## config.mk

```make
export PLATFORM = sky130hd
export DESIGN_NAME = ram_bank_write_ctrl
export DESIGN_NICKNAME = d
export VERILOG_FILES = /design/src/rtl/ram_bank_write_ctrl_pkg.sv /design/src/rtl/ram_bank_write_ctrl_ptr.sv /design/src/rtl/ram_bank_write_ctrl.sv
export SDC_FILE = /design/constraint.sdc
export NUM_CORES = 1
export LEC_CHECK = 0
export ABC_AREA = 0
export CORE_MARGIN = 8
export CORE_UTILIZATION = 39
export DETAILED_ROUTE_END_ITERATION = 12
export GPL_TIMING_DRIVEN = 0
export MAX_ROUTING_LAYER = met4
export PLACE_DENSITY = 0.68
export SETUP_SLACK_MARGIN = 0.1
export SLEW_MARGIN = 0
export SYNTH_ARGS = -nofsm -noshare
export SYNTH_HDL_FRONTEND = slang
export SYNTH_SLANG_ARGS = --single-unit
```

## constraint.sdc

```tcl
create_clock -name clk -period 5.15 [get_ports clk]
set_input_delay 1.2875 -clock clk [delete_from_list [all_inputs] [get_ports clk]]
set_output_delay 1.2875 -clock clk [all_outputs]
set_load 0.05 [all_outputs]
```

## src/rtl/ram_bank_write_ctrl_pkg.sv

```systemverilog
// Shared constants and width helper for the RAM bank write controller.
package ram_bank_pkg;

  localparam logic MODE_DIRECT = 1'b0;
  localparam logic MODE_AUTO   = 1'b1;

  // Index width for n items, never narrower than one bit.
  function automatic int clog2_min1(input int n);
    int w;
    w = (n <= 1) ? 1 : $clog2(n);
    return w;
  endfunction

endpackage

```

## src/rtl/ram_bank_write_ctrl_ptr.sv

```systemverilog
// Per-bank write pointer with full flag; the pointer wraps to zero on the
// write that fills the bank and then stays put until the bank is cleared.
module ram_bank_ptr import ram_bank_pkg::*; #(
  parameter int DEPTH  = 16,
  parameter int ADDR_W = clog2_min1(DEPTH)
) (
  input  logic              clk,
  input  logic              reset,
  input  logic              inc,
  input  logic              clr,
  output logic [ADDR_W-1:0] ptr,
  output logic              full,
  output logic              will_fill
);

  logic [ADDR_W-1:0] ptr_r;
  logic              full_r;
  logic              at_last_s;

  assign at_last_s = (ptr_r == ADDR_W'(DEPTH - 1));
  assign will_fill = inc & at_last_s;
  assign ptr       = ptr_r;
  assign full      = full_r;

  // Pointer and full flag: a clear has priority over an increment.
  always_ff @(posedge clk) begin
    if (reset) begin
      ptr_r  <= {ADDR_W{1'b0}};
      full_r <= 1'b0;
    end else if (clr) begin
      ptr_r  <= {ADDR_W{1'b0}};
      full_r <= 1'b0;
    end else if (inc) begin
      ptr_r  <= at_last_s ? {ADDR_W{1'b0}} : ptr_r + {{(ADDR_W-1){1'b0}}, 1'b1};
      full_r <= full_r | at_last_s;
    end else begin
      ptr_r  <= ptr_r;
      full_r <= full_r;
    end
  end

endmodule

```

## src/rtl/ram_bank_write_ctrl.sv

```systemverilog
// Steers processor write strobes into NUM_BANKS RAM banks, with per-bank
// pointers, full flags, sticky overflow and optional auto-advance on full.
module ram_bank_write_ctrl import ram_bank_pkg::*; #(
  parameter int NUM_BANKS = 2,
  parameter int DEPTH     = 16,
  parameter int DATA_W    = 8,
  parameter int ADDR_W    = clog2_min1(DEPTH),
  parameter int SEL_W     = clog2_min1(NUM_BANKS)
) (
  input  logic                 clk,
  input  logic                 reset,
  input  logic                 write_strobe,
  input  logic [DATA_W-1:0]    data_in,
  input  logic                 sel_strobe,
  input  logic [SEL_W-1:0]     sel_in,
  input  logic                 mode,
  input  logic [NUM_BANKS-1:0] full_clr,
  output logic [NUM_BANKS-1:0] ram_we,
  output logic [ADDR_W-1:0]    ram_addr,
  output logic [DATA_W-1:0]    ram_data,
  output logic [NUM_BANKS-1:0] bank_full,
  output logic [SEL_W-1:0]     active_bank,
  output logic                 overflow
);

  logic [SEL_W-1:0]     active_bank_r;
  logic                 overflow_r;
  logic [NUM_BANKS-1:0] ram_we_r;
  logic [ADDR_W-1:0]    ram_addr_r;
  logic [DATA_W-1:0]    ram_data_r;

  logic [ADDR_W-1:0]    ptr_s [NUM_BANKS];
  logic [NUM_BANKS-1:0] bank_full_s;
  logic [NUM_BANKS-1:0] will_fill_s;
  logic [NUM_BANKS-1:0] sel_onehot_s;
  logic [NUM_BANKS-1:0] inc_s;
  logic [ADDR_W-1:0]    target_ptr_s;
  logic                 target_full_s;
  logic                 target_clr_s;
  logic                 accept_s;
  logic                 drop_s;
  logic                 fill_s;
  logic                 sel_valid_s;
  logic [SEL_W-1:0]     active_next_s;

  genvar g;
  generate
    for (g = 0; g < NUM_BANKS; g++) begin : g_bank
      ram_bank_ptr #(
        .DEPTH  (DEPTH),
        .ADDR_W (ADDR_W)
      ) u_ptr (
        .clk       (clk),
        .reset     (reset),
        .inc       (inc_s[g]),
        .clr       (full_clr[g]),
        .ptr       (ptr_s[g]),
        .full      (bank_full_s[g]),
        .will_fill (will_fill_s[g])
      );
    end
  endgenerate

  // Decode the active bank and mux its pointer without priority logic.
  always_comb begin
    sel_onehot_s = {NUM_BANKS{1'b0}};
    target_ptr_s = {ADDR_W{1'b0}};
    for (int b = 0; b < NUM_BANKS; b++) begin
      sel_onehot_s[b] = (active_bank_r == SEL_W'(b));
      target_ptr_s    = target_ptr_s | (ptr_s[b] & {ADDR_W{sel_onehot_s[b]}});
    end
  end

  // A clear on the target bank swallows the write silently; a full bank drops it loudly.
  assign target_full_s = |(bank_full_s & sel_onehot_s);
  assign target_clr_s  = |(full_clr & sel_onehot_s);
  assign accept_s      = write_strobe & ~target_full_s & ~target_clr_s;
  assign drop_s        = write_strobe &  target_full_s & ~target_clr_s;
  assign inc_s         = sel_onehot_s & {NUM_BANKS{accept_s}};
  assign fill_s        = |will_fill_s;
  assign sel_valid_s   = ({1'b0, sel_in} < (SEL_W+1)'(NUM_BANKS));

  // Next active bank: explicit select beats auto-advance on fill.
  always_comb begin
    active_next_s = active_bank_r;
    if (sel_strobe && sel_valid_s) begin
      active_next_s = sel_in;
    end else if ((mode == MODE_AUTO) && fill_s) begin
      active_next_s = (active_bank_r == SEL_W'(NUM_BANKS - 1)) ? {SEL_W{1'b0}}
                                                              : active_bank_r + {{(SEL_W-1){1'b0}}, 1'b1};
    end else begin
      active_next_s = active_bank_r;
    end
  end

  // Output registers, active bank and sticky overflow.
  always_ff @(posedge clk) begin
    if (reset) begin
      active_bank_r <= {SEL_W{1'b0}};
      overflow_r    <= 1'b0;
      ram_we_r      <= {NUM_BANKS{1'b0}};
      ram_addr_r    <= {ADDR_W{1'b0}};
      ram_data_r    <= {DATA_W{1'b0}};
    end else begin
      active_bank_r <= active_next_s;
      overflow_r    <= overflow_r | drop_s;
      ram_we_r      <= inc_s;
      if (accept_s) begin
        ram_addr_r <= target_ptr_s;
        ram_data_r <= data_in;
      end else begin
        ram_addr_r <= ram_addr_r;
        ram_data_r <= ram_data_r;
      end
    end
  end

  assign ram_we      = ram_we_r;
  assign ram_addr    = ram_addr_r;
  assign ram_data    = ram_data_r;
  assign bank_full   = bank_full_s;
  assign active_bank = active_bank_r;
  assign overflow    = overflow_r;

endmodule

```

==> results.md <==
- Remaining Overflow, GRT: 0
- Sw Ratio: roughly a quarter
- Area of the mapped netlist: around 0.0011 mm^2
- Sequential fraction of the synthesis area: around 46%
- Area Overhead vs Synth: 36.27%
- Core ar.: approximately 0.0028 mm^2
- Drt pass-1 iters: 4
- Reg power frac: around half
- RR Startpoint: active_bank
- Deepest clock path buffer count: 2
- Final Max Tran Viols: 0
- Clk Latency, worst-skew pair: ~0.32 ns
- Ports: 34
- Leakage: about 0.52 nW
- Net Sw Power: roughly 0.0001 W
- Maximum clock rate: around 330 MHz
- Clock network power share: roughly a third
- Drt initial violations: 64
- CTS resizes: 0
- Total internal power: between 0.0003 and 0.0004 W
- Die W: roughly 70 um
- Postcts setup bufs: 0
- Clock Tree Root: clkbuf_4
- TritonCTS Buffers: 3
- Final cycle utilization of the critical path: 59.08%
- Post-synth top flop: dfxtp_1
- Num rows: 19
- Largest cells by area after synthesis: dfxtp_1, a21oi_1, nand3_1
- EDFF count, synth: 0
- Combinational group share of total power: roughly 15%
- First-pass GRT wire length: roughly 4.8 mm
- Hold path depth: 2
- Max-cap check violation count: 0
- Final Hold Fails: 0
- Final clock skew: between 0.002 and 0.003 ns
- FILL cells: between 200 and 300
- CP Data Arrival Time: 3.31 ns
- Die H: approximately 70 um
- Largest net degree at the start of global routing: 16
- Post-synth ARST share: 0%
- Initial antenna violation count: 0
- # setup viols final: 0
- Post-Place Cells: 194
- Overall Power: ~0.00041 W
- WHS Endpoint: overflow
- DR WL/cell: approximately 15 um
- Hold Path Class: flop to flop
- Synth area leader: dfxtp_1
- Multi-input gate area: between 500 and 600 um^2
- HPWL Detailed: 2.306 mm
- Routed WL: around 3.0 mm
- Ys Warns: 0
- # clock sinks: 26
- CTS tree: done
- Residual DRC: 0
- FF/Latch Area: 520.5 um^2
- Buffers and inverters on the worst path: 2
- Cell Pwr Density: between 200 and 300 mW/mm^2
- Cell family with most CP delay: buffers and inverters
- Synth Register Bits: 26
- Status: finished clean
- Most frequent cell after synthesis: dfxtp_1
- Relative slew slack: 37.03%
- Vias in the first global route: between 900 and 1000
- Share of cells above drive strength 1: 7.784%
- Startpoint Class: input port
- CTS H-Tree Depth: 1
- Synth unique cells: 35
- GRT Overall Usage: between 10% and 20%
- Reg2Reg Depth: 5
- Fin crit period: approximately 3.0 ns
- Synthesized area per cell: approximately 8.7 um^2
- Cts hold-fix bufs: 0
- Required time of the worst setup path: 5.42 ns
- Post-route setup TNS: 0 ns
- R2R Setup Slk: roughly 3.2 ns
- Post-Syn Nets: 149
- Clock transition at path regs: 0.14 ns
- Critical-path maximum fanout: 10
- Top-area cell type share of the netlist area: a little under half
- Slew at the pin closest to its max-slew limit: 0.9319 ns
- Synth top cells by count: dfxtp_1, a21oi_1, nand3_1, nand2_1, o21ai_0
- Critical Path End Type: flop
- Reg-to-reg critical path endpoint: ram_data[5]
- Nets: between 150 and 200
- Setup CP Type: input port to flop
- Vias per cell: about 5.4
- Final ANT Viol Nets: 0
- Total die area: around 0.0049 mm^2
- CP max-delay cell: nor4bb_1
- Fin cells: ~200
- RSZ-0062 raised after global routing: false
- Routed via count: 1070
- Hold path start: overflow
- Starting density of the core: 41.15%
- IO buf count: 32
- Max IR drop VDD: 0.3210 mV
- N_diodes: 0
- Synth Instances: 131
- Delay of the slowest critical-path stage: 0.83 ns
- Placer Congestion: 0.7656
- Critical path, cell by cell: clkdlybuf4s50_1 -> nor4bb_1 -> buf_2 -> o21ai_0 -> a21oi_1
==> how the worst max path moves through the flow <==
| stage | endpoint | depth (start not counted) | slack (ns) | startpoint |
|---|---|---|---|---|
| 6_report | ram_data[5] | 5 | 2.11 | write_strobe |
| 5_1_grt | ram_data[6] | 5 | 1.93 | write_strobe |
| 4_1_cts | bank_full[0] | 2 | 2.13 | g_bank[0].u_ptr.full |
| 3_5_place_dp | ram_data[6] | 5 | 1.81 | write_strobe |
| 3_3_place_gp | ram_data[5] | 5 | 1.83 | write_strobe |
| 2_1_floorplan | g_bank[0].u_ptr.ptr[3] | 4 | 2.60 | full_clr[0] |
==> cell families after synthesis <==
logic type	count (synthesis)	synth area share (%)
DFF	26	45.87
buffers and inverters	14	6.724
and+or+nand+nor	46	22.82
xor gates and xnor gates	1	0.7719
AOI/OAI and AO/OA	42	21.61
adders and majority gates	2	2.205
==> flip-flops by register name (all words and copies together) (netlist names) <==
| name | flops |
|---|---|
| active_bank | 1 |
| g_bank.u_ptr.full | 2 |
| g_bank.u_ptr.ptr | 8 |
| overflow | 1 |
| ram_addr | 4 |
| ram_data | 8 |
| ram_we | 2 |
==> cell type report <==
type / instances / area share [%]
Clock inverter: 1 / 1.942
Sequential cell: 26 / 33.66
Timing Repair Buffer: 32 / 20.71
Inverter: 3 / 0.7282
Multi-Input combinational cell: 91 / 34.79
Buffer: 11 / 4.207
Tap cell: 31 / 2.508
Clock buffer: 3 / 1.456
==> worst min-delay path: cells and delay by family (launching register included) <==
family | cells | cell delay (ns)
AOI/OAI and AO/OA | 1 | 0.05
buffers and inverters | 1 | 0.05
DFF | 1 | 0.34
==> power groups by stage <==
stage	sequential, W	combinational [W]	clock (W)
2_1_floorplan	0.000229	0.0000196	0
3_3_place_gp	0.000213	0.0000608	0
3_5_place_dp	0.000213	0.0000614	0
4_1_cts	0.000209	0.0000616	0.000145
5_1_grt	0.000210	0.0000652	0.000152
6_report	0.000209	0.0000611	0.000141
==> cells in the final DEF (no fill, tap or decap), drive strengths merged, types with 2 or more instances in the layout <==
cell type / count
a22oi: 3
buf: 6
nand2: 10
or2: 2
o21ai: 9
or4: 2
clkbuf: 8
a21o: 2
nor2: 5
nand3: 15
ha: 2
nor3: 3
a21oi: 21
clkdlybuf4s50: 32
inv: 3
dfxtp: 26
==> per-layer routing <==
metal | global-route usage, % | routed length (um) | up-vias | part of all wire, %
met4 | 2.009 | 15 | 0 | 0.50
li1 | - | - | 546 | -
met1 | 12.80 | 1247 | 506 | 42
met2 | 21.12 | 1620 | 16 | 54
met3 | 3.390 | 98 | 2 | 3.3
met5 | - | 0 | - | 0
==> stage by stage <==
stage	hold WS, ns	util [%]	cell area [um^2]	setup slack [ns]
global placement	0.4350	54.17	1494	1.827
floorplan	0.4591	-	1135	2.604
detailed placement	0.4459	54.17	1494	1.809
global route	0.4949	56.08	1546	1.930
CTS	0.4657	56.08	1546	2.134
finish	0.4592	56.08	1546	2.107
Power figures use the tool's default switching activity.
